===== src/rtl/prefetch_queue_pkg.sv =====
// Shared definitions for the prefetch queue.
//   - Default configuration (the 8086 6-byte prefetch queue).
//   - count_t / level_t widths for that configuration.
//   - wrap_index: modulo-depth index arithmetic shared by the storage addressing.
package pkg_queue;

  localparam int unsigned QUEUE_DEPTH = 32'd6;
  localparam int unsigned QUEUE_LANES = 32'd2;
  localparam int unsigned QUEUE_WIDTH = 32'd8;

  typedef logic [$clog2(QUEUE_LANES+1)-1:0] count_t;
  typedef logic [$clog2(QUEUE_DEPTH+1)-1:0] level_t;

  // Index of base + offset in a ring of 'depth' slots. The callers guarantee
  // base < depth and offset <= depth, so one conditional subtraction suffices
  // and no power-of-2 masking is involved.
  function automatic int unsigned wrap_index(input int unsigned base,
                                             input int unsigned offset,
                                             input int unsigned depth);
    int unsigned sum;
    sum = base + offset;
    if (sum >= depth) begin
      return sum - depth;
    end else begin
      return sum;
    end
  endfunction

endpackage


===== src/rtl/prefetch_queue_pointer.sv =====
// Modulo-DEPTH ring pointer used for both the head and tail of the queue.
// Ports:
//   clock   - rising-edge clock
//   reset   - asynchronous active-low reset, pointer returns to 0
//   clear   - synchronous clear to 0 (takes priority over advance)
//   advance - move the pointer forward by 'step' on this edge
//   step    - advance amount, 0..LANES (only meaningful when advance = 1)
//   ptr     - current pointer value, 0..DEPTH-1
module queue_pointer
  import pkg_queue::*;
#(
  parameter int unsigned DEPTH = QUEUE_DEPTH,
  parameter int unsigned LANES = QUEUE_LANES
) (
  input  logic                                       clock,
  input  logic                                       reset,
  input  logic                                       clear,
  input  logic                                       advance,
  input  logic [$clog2(LANES+1)-1:0]                 step,
  output logic [((DEPTH > 1) ? $clog2(DEPTH) : 1)-1:0] ptr
);

  localparam int unsigned PW = (DEPTH > 1) ? $clog2(DEPTH) : 1;
  localparam int unsigned CW = $clog2(LANES+1);
  localparam int unsigned SW = ((PW > CW) ? PW : CW) + 1;

  logic [SW-1:0] sum_s;
  logic [PW-1:0] ptr_next_s;
  logic [PW-1:0] ptr_r;

  // Next pointer value: explicit wrap at DEPTH, valid for any depth.
  always_comb begin
    sum_s = SW'(ptr_r) + SW'(step);
    if (sum_s >= SW'(DEPTH)) begin
      ptr_next_s = PW'(sum_s - SW'(DEPTH));
    end else begin
      ptr_next_s = PW'(sum_s);
    end
  end

  // Pointer register with async reset, sync clear and conditional advance.
  always_ff @(posedge clock or negedge reset) begin
    if (!reset) begin
      ptr_r <= '0;
    end else if (clear) begin
      ptr_r <= '0;
    end else if (advance) begin
      ptr_r <= ptr_next_s;
    end else begin
      ptr_r <= ptr_r;
    end
  end

  assign ptr = ptr_r;

endmodule


===== src/rtl/prefetch_queue.sv =====
// Multi-lane byte queue between the bus fetch path and the instruction decoder.
// Accepts 0..LANES entries per write and releases 0..LANES entries per read in
// a single cycle. Depth need not be a power of 2.
// Ports:
//   clock        - rising-edge clock
//   reset        - asynchronous active-low reset, clears all state
//   flush        - synchronous empty on the next edge, discards same-cycle traffic
//   write_count  - entries offered this cycle (0..LANES)
//   write_data   - lane k in [k*WIDTH_DATA +: WIDTH_DATA], lane 0 enqueued first
//   read_count   - entries consumed this cycle (0..LANES)
//   read_data    - combinational view of the oldest LANES entries, lane 0 = head,
//                  lanes at or beyond the current level read 0
//   level/space  - occupancy and free slots
//   empty/full   - occupancy flags
//   write_reject - one-cycle pulse: the previous cycle's write was refused
//   read_reject  - one-cycle pulse: the previous cycle's read was refused
module prefetch_queue
  import pkg_queue::*;
#(
  parameter int unsigned WIDTH_DATA = QUEUE_WIDTH,
  parameter int unsigned DEPTH      = QUEUE_DEPTH,
  parameter int unsigned LANES      = QUEUE_LANES
) (
  input  logic                          clock,
  input  logic                          reset,
  input  logic                          flush,
  input  logic [$clog2(LANES+1)-1:0]    write_count,
  input  logic [LANES*WIDTH_DATA-1:0]   write_data,
  input  logic [$clog2(LANES+1)-1:0]    read_count,
  output logic [LANES*WIDTH_DATA-1:0]   read_data,
  output logic [$clog2(DEPTH+1)-1:0]    level,
  output logic [$clog2(DEPTH+1)-1:0]    space,
  output logic                          empty,
  output logic                          full,
  output logic                          write_reject,
  output logic                          read_reject
);

  localparam int unsigned CW = $clog2(LANES+1);
  localparam int unsigned LW = $clog2(DEPTH+1);
  localparam int unsigned PW = (DEPTH > 1) ? $clog2(DEPTH) : 1;
  localparam int unsigned XW = ((LW > CW) ? LW : CW) + 1;

  logic [WIDTH_DATA-1:0] mem_r [DEPTH];
  logic [LW-1:0]         level_r;
  logic                  write_reject_r;
  logic                  read_reject_r;

  logic [PW-1:0]         head_s;
  logic [PW-1:0]         tail_s;
  logic [LW-1:0]         space_s;
  logic                  rd_ok_s;
  logic                  wr_ok_s;
  logic                  rd_acc_s;
  logic                  wr_acc_s;
  logic [CW-1:0]         rd_step_s;
  logic [CW-1:0]         wr_step_s;

  assign space_s = LW'(DEPTH) - level_r;

  // Acceptance decisions. Both use the pre-edge level/space, so a write
  // never relies on entries freed by a read in the same cycle. Counts above
  // LANES are illegal and refused.
  always_comb begin
    rd_ok_s  = (XW'(read_count) <= XW'(LANES)) && (XW'(read_count) <= XW'(level_r));
    wr_ok_s  = (XW'(write_count) <= XW'(LANES)) && (XW'(write_count) <= XW'(space_s));
    rd_acc_s = !flush && rd_ok_s;
    wr_acc_s = !flush && wr_ok_s;
    if (rd_acc_s) begin
      rd_step_s = read_count;
    end else begin
      rd_step_s = '0;
    end
    if (wr_acc_s) begin
      wr_step_s = write_count;
    end else begin
      wr_step_s = '0;
    end
  end

  queue_pointer #(
    .DEPTH (DEPTH),
    .LANES (LANES)
  ) u_head (
    .clock   (clock),
    .reset   (reset),
    .clear   (flush),
    .advance (rd_acc_s),
    .step    (read_count),
    .ptr     (head_s)
  );

  queue_pointer #(
    .DEPTH (DEPTH),
    .LANES (LANES)
  ) u_tail (
    .clock   (clock),
    .reset   (reset),
    .clear   (flush),
    .advance (wr_acc_s),
    .step    (write_count),
    .ptr     (tail_s)
  );

  // Occupancy register. The sum is formed one bit wider than level so the
  // intermediate level + write_count cannot overflow before the subtraction.
  always_ff @(posedge clock or negedge reset) begin
    if (!reset) begin
      level_r <= '0;
    end else if (flush) begin
      level_r <= '0;
    end else begin
      level_r <= LW'(XW'(level_r) + XW'(wr_step_s) - XW'(rd_step_s));
    end
  end

  // Reject pulses: one cycle high after a refused request; suppressed by flush.
  always_ff @(posedge clock or negedge reset) begin
    if (!reset) begin
      write_reject_r <= 1'b0;
      read_reject_r  <= 1'b0;
    end else if (flush) begin
      write_reject_r <= 1'b0;
      read_reject_r  <= 1'b0;
    end else begin
      write_reject_r <= !wr_ok_s;
      read_reject_r  <= !rd_ok_s;
    end
  end

  // Storage: lanes below write_count land at tail, tail+1, ... modulo DEPTH.
  always_ff @(posedge clock or negedge reset) begin
    if (!reset) begin
      for (int unsigned i = 0; i < DEPTH; i++) begin
        mem_r[i] <= '0;
      end
    end else if (wr_acc_s) begin
      for (int unsigned k = 0; k < LANES; k++) begin
        if (k < 32'(write_count)) begin
          mem_r[PW'(wrap_index(32'(tail_s), k, DEPTH))] <= write_data[k*WIDTH_DATA +: WIDTH_DATA];
        end
      end
    end
  end

  // Head-aligned read window; lanes beyond the occupancy are forced to 0 so
  // stale storage never leaks out.
  always_comb begin
    read_data = '0;
    for (int unsigned k = 0; k < LANES; k++) begin
      if (32'(level_r) > k) begin
        read_data[k*WIDTH_DATA +: WIDTH_DATA] = mem_r[PW'(wrap_index(32'(head_s), k, DEPTH))];
      end else begin
        read_data[k*WIDTH_DATA +: WIDTH_DATA] = '0;
      end
    end
  end

  assign level        = level_r;
  assign space        = space_s;
  assign empty        = (level_r == LW'(0));
  assign full         = (level_r == LW'(DEPTH));
  assign write_reject = write_reject_r;
  assign read_reject  = read_reject_r;

endmodule


===== config.mk =====
export PLATFORM = sky130hd
export DESIGN_NAME = prefetch_queue
export DESIGN_NICKNAME = d
export VERILOG_FILES = /design/src/rtl/prefetch_queue_pkg.sv /design/src/rtl/prefetch_queue_pointer.sv /design/src/rtl/prefetch_queue.sv
export SDC_FILE = /design/constraint.sdc
export NUM_CORES = 1
export LEC_CHECK = 0
export CAP_MARGIN = 15
export CORE_MARGIN = 10
export CORE_UTILIZATION = 55
export DETAILED_ROUTE_END_ITERATION = 8
export GPL_ROUTABILITY_DRIVEN = 0
export GPL_TIMING_DRIVEN = 0
export HOLD_SLACK_MARGIN = 0.08
export MAX_ROUTING_LAYER = met4
export PLACE_DENSITY = 0.79
export SLEW_MARGIN = 20
export SYNTH_ARGS = -nofsm -noshare
export SYNTH_HDL_FRONTEND = slang
export SYNTH_HIERARCHICAL = 1
export SYNTH_SLANG_ARGS = --single-unit

===== constraint.sdc =====
create_clock -name clock -period 4.4 [get_ports clock]
set_input_delay 1.1 -clock clock [delete_from_list [all_inputs] [get_ports clock]]
set_output_delay 1.1 -clock clock [all_outputs]
set_load 0.005 [all_outputs]

==> results of run 1 <==
## worst paths after layout
path | end
setup / recovery | read_data[10]
setup reg to reg | level[2]
hold / removal | mem_r[0]
max in group asynchronous | level[1]
min in group asynchronous | mem_r[22]
hold reg to reg | mem_r[0]
## synthesized netlist by cell type, drive strengths merged (5+ instances only)
cell / n / area [sq um]
dfrtp: 59 / 1476
o2bb2ai: 48 / 420.4
a22oi: 41 / 307.8
inv: 22 / 82.58
ha: 20 / 250.2
nor2: 20 / 75.07
mux2i: 17 / 170.2
nand2: 17 / 63.81
mux4: 16 / 360.4
o21ai: 16 / 98.84
a21oi: 10 / 50.05
buf: 10 / 57.55
and3: 9 / 56.30
a221o: 8 / 80.08
nand2b: 7 / 43.79
clkbuf: 6 / 22.52
nor2b: 6 / 37.54
nor3: 6 / 30.03
a31oi: 5 / 37.53
xnor2: 5 / 43.79
## power breakdown
part / total, W / leakage, nW / switching, W / internal, W
registers: 0.000937 / 0.760 / 0.000192 / 0.000746
logic: 0.00146 / 1.18 / 0.000701 / 0.000761
clock network: 0.000484 / 0.0950 / 0.000215 / 0.000269
total: 0.00288 / 2.03 / 0.00111 / 0.00178
## cell families (layout without fill, tap and decap cells)
kind of cell	count (synthesis)	count (layout)	share of synthesized area, %
mux	34	34	13.03
compound gates	144	144	27.30
flops	59	59	35.52
simple gates	87	87	11.23
fa+ha+maj	24	24	7.947
buf+inv	38	102	3.913
xor+xnor	5	5	1.054
## metrics by stage
stage | power, W | std cells | instance area [sq um]
2_1_floorplan | 0.001775 | 391 | 4156
3_3_place_gp | 0.002301 | 538 | 4761
3_5_place_dp | 0.002367 | 539 | 4796
4_1_cts | 0.002862 | 554 | 4994
5_1_grt | 0.003047 | 554 | 5032
6_report | 0.002884 | 554 | 5032
## cell type report
class,instances,share of cell area [%]
repair buffers,50,10.49
multi-input cells,294,50.82
inverters,22,1.641
clock inverters,3,0.7956
clock buffers,11,2.810
flip-flops and latches,59,29.34
well taps,99,2.461
plain buffers,16,1.641
## worst max-delay path, delay by kind of cell (launching register included)
| family | cells | cell delay (ns) |
|---|---|---|
| fa+ha+maj | 1 | 0.30 |
| flops | 1 | 0.40 |
| buf+inv | 4 | 0.97 |
| compound gates | 2 | 0.37 |
| simple gates | 2 | 0.79 |
## routing by layer
metal	vias to the layer above	share of wire, %	track usage, %
li1	1659	-	-
met4	0	3.6	12.09
met5	-	0	-
met3	46	10	6.766
met2	229	47	36.08
met1	1828	39	27.44
## repair_timing
item                                    CTS  global route
gates resized for setup                   1            14
gates cloned                              0             0
endpoints found under the setup margin    8             9
setup buffers                             1             0
## sequential cells by signal (all words and copies together) (netlist names)
| register | count |
|---|---|
| write_reject | 1 |
| u_tail/ptr | 3 |
| mem_r | 48 |
| level | 3 |
| read_reject | 1 |
| u_head/ptr | 3 |
==> impl_results.md, run 1 <==
* Run status: finished, final reports clean
* Crit path launch: u_head/ptr[0]
* Vertical extent of the die at 106.9 microns
* Most instantiated flip-flop cell in the synthesis netlist: sky130_fd_sc_hd__dfrtp_1
* Final setup TNS at 0 ns
* Leakage Power at 2.032 nW
* Post-synthesis sequential element count at 59
* Most frequent standard cell in the layout excluding fill and tap cells: sky130_fd_sc_hd__dfrtp_1
* Shortest clock period the worst path allows after layout at 4.269 ns
* Initial cell density of the core at 57.00%
* Portion of the post-synthesis area used by sequential elements at 35.52%
* Reported max-cap violation count at 0
* Number of antenna-violating nets in the routed design at 0
* Cells along the critical path: buf_2 -> inv_2 -> ha_2 -> or3b_1 -> a31oi_2 -> or3b_1 -> buf_4 -> o2bb2ai_1 -> clkdlybuf4s50_1
* Async SR Flop Fraction at 100.0%
* Worst setup slack after placement at -0.2125 ns
* Final Routed Wirelength at ~13000 microns
* EDFF count, synth at 0
* Smallest hold slack at 0.5133 ns
* Final setup margin at 0.1315 ns
* Wire length of the first global-routing pass at a little over 20000 microns
* Combined area of the multi-input logic cells at 2557 sq um
* Mean instance size in the synthesized netlist at between 10 and 15 sq um
* Crit path max fanout at 8
* Critical-path top delay cell: sky130_fd_sc_hd__clkdlybuf4s50_1
* Final Max Tran Viols at 0
* Worst Skew at 0.006911 ns
* Worst reg2reg path depth at 15
* Worst setup EP type: output port
* Area added between synthesis and finish at 21.07%
* Number of nets in the synthesized netlist at 438
* Area enclosed by the die boundary at 11430 sq um
* CP Launch Type: register
* Largest incremental delay on the critical path at 0.52 ns
* Clock tree from TritonCTS: yes
* Number of antenna violations at the first check in global routing at 0
* Count of yosys warnings during synthesis at 6
* Detailed-placement wirelength estimate at 8607 microns
* Final routed DRC violation total at 0
* Commonest cells after routing, fill and taps aside: sky130_fd_sc_hd__dfrtp_1, sky130_fd_sc_hd__o2bb2ai_1, sky130_fd_sc_hd__a22oi_1, sky130_fd_sc_hd__clkdlybuf4s50_1
* Total standard cell area after synthesis at 4156 sq um
* Aggregate global-route resource usage at 23.45%
* Post-synthesis cell count at a little under 400
* Relative slew margins at 23.31%
* Number of CTS-inserted buffers at 9
* Buffers added on ports at 48
* Total via count in the routed design at roughly 3800
* Root buffer cell: sky130_fd_sc_hd__clkbuf_8
* Number of nets in the layout at 499
* GRT overflow at 0
* Worst-path clk slew at around 0.070 ns
* R2R setup slack at about 0.6 ns
* Buffer depth of the longest clock path at 2
* Type of the setup path with the least slack: reg -> out
* Hold Crit Depth at 1
* Max IR drop VDD at 0.3108 mV
* Floorplan core area at 7292 sq um
* Antenna diodes at 0
* Maximum number of pins on one net before global-route repair at between 40 and 50
* Wirelength per Cell at 23.22 microns
* Num ports at 49
* Unique masters post-synth at 49
* Min-delay worst type: reg -> reg
* Placement Rows at 31
* Hold Crit Start: mem_r[0]
* Endpoint required time on the critical path at 3.30 ns
* Register cell area after layout at 1476 sq um
* Most numerous cell on the critical path: sky130_fd_sc_hd__or3b_1
* Tcrit/Tclk final at between 90% and 100%
* Clock latency of the later-clocked register in the worst-skew pair at 0.34 ns
* Maximum clock rate at 0.2343 GHz
* Die Width at 106.9 microns
* Number of clock sinks seen by CTS at 59
* Via-per-instance ratio at 6.791
* Number of levels the H-tree was split into at 3
* Layout cell share with drive strength beyond 1 at about 14%
* Number of setup violations in the final report at 0
* Power density of the placed cells at 573.1 nW/um^2
* Final Hold Viols at 0
* Number of global-route vias before repair at 3833
* Final core area utilization at 69.01%
* Setup repair after global routing missed its margin: false
* Pin slew with the least headroom to its limit at 1.141 ns
* Total iterations of the first detailed-routing run at 5
* Fillers at around 590
* Cts hold-fix bufs at 0
* Data arrival time of the worst path at 3.17 ns
* Number of DRC markers after the initial detailed-route iteration at 381
* Worst r2r src: level[0]
Power figures use the tool's default switching activity.
==> run 2: changes to the inputs <==
--- a/config.mk
+++ b/config.mk
@@ -11,7 +11,7 @@
 export DETAILED_ROUTE_END_ITERATION = 8
 export GPL_ROUTABILITY_DRIVEN = 0
 export GPL_TIMING_DRIVEN = 0
-export HOLD_SLACK_MARGIN = 0.08
+export HOLD_SLACK_MARGIN = 0.05
 export MAX_ROUTING_LAYER = met4
 export PLACE_DENSITY = 0.79
 export SLEW_MARGIN = 20
==> results of run 2 <==
Same layout as run 1: the final DEF is identical, and so are final timing and power.
